File: src/rtl/lru_pkg.sv
// Shared constants and helpers for the LRU state-table sequencer.
package lru_pkg;

   localparam int unsigned RANK_W       = 2;
   localparam int unsigned WAYS         = 4;
   localparam logic [7:0]  INIT_VAL_DEF = 8'hE4;

   localparam logic OP_TOUCH  = 1'b0;
   localparam logic OP_VICTIM = 1'b1;

   // FSM state encoding
   localparam logic [1:0] StInit = 2'd0;
   localparam logic [1:0] StIdle = 2'd1;
   localparam logic [1:0] StRd   = 2'd2;
   localparam logic [1:0] StWb   = 2'd3;

   // An entry is legal when the four ranks form a permutation of {0,1,2,3}.
   function automatic logic is_legal(input logic [7:0] e);
      logic [3:0] seen;
      seen = '0;
      for (int w = 0; w < WAYS; w++) begin
         seen[e[2*w +: RANK_W]] = 1'b1;
      end
      return &seen;
   endfunction

endpackage

File: src/rtl/lru_rank_update.sv
// Combinational rank update for one LRU entry: picks the target way and promotes it to MRU.
module lru_rank_update
   import lru_pkg::*;
#(
   parameter logic [7:0] INIT_VAL    = INIT_VAL_DEF,
   parameter bit         FIX_ILLEGAL = 1'b0
) (
   input  logic [7:0] entry_i,
   input  logic       op_i,
   input  logic [1:0] way_i,
   output logic [7:0] entry_o,
   output logic [1:0] way_o,
   output logic       legal_o
);

   logic [7:0] e;
   logic [1:0] old_r;
   logic [1:0] r;

   // Select target, then bump every way that was more recent than it.
   always_comb begin
      legal_o = is_legal(entry_i);
      e       = (FIX_ILLEGAL && !legal_o) ? INIT_VAL : entry_i;
      way_o   = 2'd0;
      if (op_i == OP_TOUCH) begin
         way_o = way_i;
      end else begin
         // Descending scan so the lowest-index rank-3 way wins.
         for (int w = WAYS - 1; w >= 0; w--) begin
            if (e[2*w +: RANK_W] == 2'd3) way_o = 2'(w);
         end
      end
      old_r   = e[{way_o, 1'b0} +: RANK_W];
      entry_o = '0;
      r       = '0;
      for (int w = 0; w < WAYS; w++) begin
         r = e[2*w +: RANK_W];
         if (2'(w) == way_o) begin
            entry_o[2*w +: RANK_W] = '0;
         end else if (r < old_r) begin
            entry_o[2*w +: RANK_W] = r + 2'd1;
         end else begin
            entry_o[2*w +: RANK_W] = r;
         end
      end
   end

endmodule

File: src/rtl/lru_ctrl.sv
// Read-modify-write sequencer for the external LRU state table.
// Optional macro LRU_CTRL_CHECK_EN adds a sticky err output and repairs illegal entries.
module lru_ctrl
   import lru_pkg::*;
#(
   parameter int unsigned SET_W    = 6,
   parameter logic [7:0]  INIT_VAL = INIT_VAL_DEF
) (
   input  logic             clk,
   input  logic             rstn,
   input  logic             req_valid,
   output logic             req_ready,
   input  logic             req_op,
   input  logic [SET_W-1:0] req_set,
   input  logic [1:0]       req_way,
   output logic             rsp_valid,
   output logic [1:0]       rsp_way,
   output logic             init_done,
   output logic             tbl_ena,
   output logic             tbl_wea,
   output logic [SET_W-1:0] tbl_addr,
   output logic [7:0]       tbl_din,
   input  logic [7:0]       tbl_dout
`ifdef LRU_CTRL_CHECK_EN
   ,
   output logic             err
`endif
);

   logic [1:0]       state_q, state_d;
   logic [SET_W:0]   cnt_q, cnt_d;
   logic             op_q, op_d;
   logic [SET_W-1:0] set_q, set_d;
   logic [1:0]       way_q, way_d;
   logic             ready_q, ready_d;
   logic             rsp_valid_q, rsp_valid_d;
   logic             done_q, done_d;
   logic             ena_q, ena_d;
   logic             wea_q, wea_d;
   logic [SET_W-1:0] addr_q, addr_d;
   logic [7:0]       din_q, din_d;

   logic [7:0] upd_entry;
   logic [1:0] upd_way;
   logic       legal;

`ifdef LRU_CTRL_CHECK_EN
   localparam bit FixIllegal = 1'b1;
`else
   localparam bit FixIllegal = 1'b0;
`endif

   lru_rank_update #(
      .INIT_VAL    (INIT_VAL),
      .FIX_ILLEGAL (FixIllegal)
   ) u_rank_update (
      .entry_i (tbl_dout),
      .op_i    (op_q),
      .way_i   (way_q),
      .entry_o (upd_entry),
      .way_o   (upd_way),
      .legal_o (legal)
   );

   // Next-state and next-output decode; registered outputs describe the coming cycle.
   always_comb begin
      state_d     = state_q;
      cnt_d       = cnt_q;
      op_d        = op_q;
      set_d       = set_q;
      way_d       = way_q;
      ready_d     = 1'b0;
      rsp_valid_d = 1'b0;
      done_d      = done_q;
      ena_d       = 1'b0;
      wea_d       = 1'b0;
      addr_d      = '0;
      din_d       = '0;
      case (state_q)
         StInit: begin
            // Top counter bit set means every address has been written.
            if (cnt_q[SET_W]) begin
               state_d = StIdle;
               ready_d = 1'b1;
               done_d  = 1'b1;
            end else begin
               ena_d  = 1'b1;
               wea_d  = 1'b1;
               addr_d = cnt_q[SET_W-1:0];
               din_d  = INIT_VAL;
               cnt_d  = cnt_q + 1'b1;
            end
         end
         StIdle: begin
            if (req_valid && ready_q) begin
               op_d    = req_op;
               set_d   = req_set;
               way_d   = req_way;
               state_d = StRd;
               ena_d   = 1'b1;
               addr_d  = req_set;
            end else begin
               ready_d = 1'b1;
            end
         end
         StRd: begin
            state_d     = StWb;
            ena_d       = 1'b1;
            wea_d       = 1'b1;
            addr_d      = set_q;
            rsp_valid_d = 1'b1;
         end
         StWb: begin
            state_d = StIdle;
            ready_d = 1'b1;
         end
         default: state_d = StInit;
      endcase
   end

   // State and output registers with synchronous active-low reset.
   always_ff @(posedge clk) begin
      if (!rstn) begin
         state_q     <= StInit;
         cnt_q       <= '0;
         op_q        <= OP_TOUCH;
         set_q       <= '0;
         way_q       <= '0;
         ready_q     <= 1'b0;
         rsp_valid_q <= 1'b0;
         done_q      <= 1'b0;
         ena_q       <= 1'b0;
         wea_q       <= 1'b0;
         addr_q      <= '0;
         din_q       <= '0;
      end else begin
         state_q     <= state_d;
         cnt_q       <= cnt_d;
         op_q        <= op_d;
         set_q       <= set_d;
         way_q       <= way_d;
         ready_q     <= ready_d;
         rsp_valid_q <= rsp_valid_d;
         done_q      <= done_d;
         ena_q       <= ena_d;
         wea_q       <= wea_d;
         addr_q      <= addr_d;
         din_q       <= din_d;
      end
   end

`ifdef LRU_CTRL_CHECK_EN
   logic err_q, err_d;

   // Sticky flag: any illegal entry seen during write-back.
   always_comb begin
      err_d = err_q | ((state_q == StWb) && !legal);
   end

   // Error flag register.
   always_ff @(posedge clk) begin
      if (!rstn) err_q <= 1'b0;
      else       err_q <= err_d;
   end

   assign err = err_q;
`else
   // Legality only feeds the error flag, which is absent in this build.
   logic unused_legal;
   assign unused_legal = legal;
`endif

   // Write data and response way depend on the read data, which only arrives in WB.
   assign tbl_din   = (state_q == StWb) ? upd_entry : din_q;
   assign rsp_way   = (state_q == StWb) ? upd_way : 2'd0;
   assign req_ready = ready_q;
   assign rsp_valid = rsp_valid_q;
   assign init_done = done_q;
   assign tbl_ena   = ena_q;
   assign tbl_wea   = wea_q;
   assign tbl_addr  = addr_q;

endmodule

File: config.mk
export PLATFORM = sky130hd
export DESIGN_NAME = lru_ctrl
export DESIGN_NICKNAME = d
export VERILOG_FILES = /design/src/rtl/lru_pkg.sv /design/src/rtl/lru_rank_update.sv /design/src/rtl/lru_ctrl.sv
export SDC_FILE = /design/constraint.sdc
export NUM_CORES = 1
export LEC_CHECK = 0
export CAP_MARGIN = 20
export CORE_MARGIN = 2
export CORE_UTILIZATION = 44
export DETAILED_ROUTE_END_ITERATION = 16
export GPL_TIMING_DRIVEN = 0
export PLACE_DENSITY = 0.74
export SLEW_MARGIN = 10
export SYNTH_ARGS = -nofsm -noshare
export SYNTH_HDL_FRONTEND = slang
export SYNTH_SLANG_ARGS = --single-unit
File: constraint.sdc
create_clock -name clk -period 3 [get_ports clk]
set_input_delay 0.6 -clock clk [delete_from_list [all_inputs] [get_ports clk]]
set_output_delay 0.6 -clock clk [all_outputs]
set_load 0.005 [all_outputs]
==> run_results.csv <==
group,metric,value,unit
yosys,syn-num-nets,229,
finish,diodes,0,
setup_path,criticalPathCategory,"input pin to output pin",
yosys,async_flop_share,0,%
routing,drt_iter0_drc,106,
clock_tree,ctsLongestPathBuffers,2,
place,port_buffers,40,
sta,fin_worst_skew,0.00670,ns
routing,vias,1763,
yosys,synth_top_area_cell,"dfxtp_1",
run_status,status,"complete, but fails checks",
setup_path,crit_fanout,5,
min_path,hp-class,"flop to flop",
die,start_util,45.2,%
yosys,synth_cells,198,
sta,grt_setup_unrepaired,"true",
setup_path,startpoint_type,"input pin",
run_status,violations,"negative setup slack",
clock_tree,clkSlewWorstSetupHoldPaths,0.07,ns
power_and_ir_drop,ir_worst_vdd,0.000317,V
die,io_pins,41,
yosys,yosys_warnings,0,
finish,area_growth,47.9,%
sta,worst_pin_slew,0.515,ns
sta,setup_slack,-0.402,ns
yosys,synth_area_leaders,"dfxtp_1 34%, ha_1 7.7%, a21boi_0 5.5%",
global_routing,grt_first_pass_wirelength,7.91,mm
clock_tree,root_buffer,"clkbuf_8",
sta,post-route-period-util,113,%
routing,vias_per_cell,5.54,
setup_path,crit_chain,"buf_8 > ha_4 > or2_4 > a31oi_4 > mux2i_2 > mux2i_2 > buf_4 > maj3_2 > o221a_2 > buf_2",
power_and_ir_drop,pwr_density_cell,470,mW/mm^2
global_routing,antenna_found_initial,0,
die,dieWidth,67.6,um
global_routing,grt_use_total,23.0,%
yosys,yosysUniqueCellTypes,52,
place,hpwlAfterDp,3.02,mm
sta,holdWs,0.470,ns
yosys,synth_common_cells,"30 x dfxtp_1, 25 x nand2_1, 13 x a21boi_0, 11 x ha_1, 11 x nor2b_1",
finish,multi_input_area,0.00126,sq mm
sta,maxClockFrequency,0.294,GHz
yosys,synthFlopType,"dfxtp_1",
setup_path,cpMaxStageDelayCell,"a31oi_4",
power_and_ir_drop,power,1240,uW
finish,final_nets,298,
clock_tree,holdBufCountCts,0,
sta,finalHoldViolCount,0,
sta,setup_tns,-2.21,ns
power_and_ir_drop,leakage,0.00102,uW
global_routing,grt_max_degree,11,
sta,slew_violations,0,
die,core,0.00394,sq mm
setup_path,critPathRequiredTime,2.40,ns
yosys,ys_seq_elements,30,
die,rows,23,
yosys,syn_area,0.00178,sq mm
clock_tree,cts_num_sinks,30,
place,place_congestion,0.814,
sta,setup_viol,8,
routing,post-route-drc-count,0,
global_routing,grt_pass1_vias,1714,
setup_path,end_kind,"output pin",
yosys,synth_edf_count,0,
setup_path,cp_slowest_stage_delay,0.34,ns
finish,drive_above_1_share,32.1,%
setup_path,cp_data_arrival_time,2.80,ns
routing,firstDrtPassIters,4,
yosys,synth.top_cell.area_share,33.7,%
sta,slew_headroom,65.7,%
yosys,synth_most_common_cell,"dfxtp_1",
clock_tree,ctsHtreeMaxLevel,2,
clock_tree,worstSkewPairLatency,0.28,ns
clock_tree,cts_tree,"built",
routing,antenna_left,0,
sta,period_needed,3.40,ns
place,dp_slack,-1.17,ns
global_routing,grt-ovfl-total,0,
yosys,synth.yosys.seq_area_share,33.7,%
yosys,avgSynthCellArea,8.99,sq um
flow_run,cap_violations,0,
clock_tree,cts_inserted_buffers,5,
die,die_area,0.00457,sq mm
routing,totalWireLength,4.92,mm
setup_path,crit_top_cell,"mux2i_2",
die,die_h,67.6,um
finish,fillers,317,
routing,post_drt_wl_per_cell,15.5,um
finish,seq_area,601,sq um
-- layout make-up --
class	count	area share, %
plain buffers	8	1.85
clock buffers	6	3.14
clock inverters	2	0.475
inverters	6	0.856
multi-input cells	155	47.7
flip-flops and latches	30	22.8
well taps	50	2.38
repair buffers	61	20.8
-- report_power, final --
group,internal [uW],switching [uW],leakage (uW)
Sequential,446,38.2,0.000244
Clock,184,157,0.0000472
Combinational,216,195,0.000728
-- metrics by stage --
step	std cells	area (sq um)	util, %
3_3_place_gp	288	2240	56.9
6_report	318	2630	66.8
2_1_floorplan	198	1780	-
5_1_grt	318	2630	66.8
4_1_cts	315	2580	65.6
3_5_place_dp	288	2240	56.9
-- path summary, 6_finish.rpt --
kind,slack [ns],to,from,cells past startpoint
max reg2reg,0.97,cnt_q[2],state_q[0],7
min reg2reg,0.47,way_q[1],way_q[1],2
max,-0.40,tbl_din[4],tbl_dout[7],10
min,0.47,way_q[1],way_q[1],2
-- metal layers --
metal	track usage [%]	vias up	routed length, um
met4	8.67	0	123
met5	0	-	0
li1	-	861	-
met2	37.7	58	2270
met3	4.67	14	232
met1	29.5	830	2300
-- flip-flops by register name, summed over array words and instances, names as in the netlist --
register	count
cnt_q	7
din_q	1
init_done	1
op_q	1
req_ready	1
rsp_valid	1
set_q	6
state_q	2
tbl_addr	6
tbl_ena	1
tbl_wea	1
way_q	2
-- worst max-delay path, delay by kind of cell --
kind	cells	cell delay, ns
buffers and inverters	3	0.38
muxes	2	0.46
AOI/OAI and AO/OA	2	0.65
and+or+nand+nor	1	0.25
adders and majority gates	2	0.45
-- cells in the final DEF, fill, tap and decap left out, types with 7 or more instances in the layout --
master,instances
nand2_1,25
clkdlybuf4s50_1,24
ha_1,7
a22oi_1,7
a21boi_0,12
a21oi_1,9
buf_2,12
dfxtp_1,30
buf_6,9
nor2b_1,11
buf_4,16
and2_1,7
-- what timing repair did --
item	in CTS	in global routing
pin swaps	19	8
gates cloned	3	0
resized for setup	111	6
setup endpoints to repair	10	8
setup buffers	16	3
-- cells by family after synthesis --
| logic type | share of synthesized area [%] |
|---|---|
| AND/OR/NAND/NOR | 22.2 |
| buffers and inverters | 4.01 |
| XOR/XNOR | 1.97 |
| flip-flops | 33.7 |
| AO/OA/AOI/OAI | 25.2 |
| adder cells (fa/ha/maj) | 8.92 |
| multiplexers | 4.01 |
(Power assumes the default switching activity.)
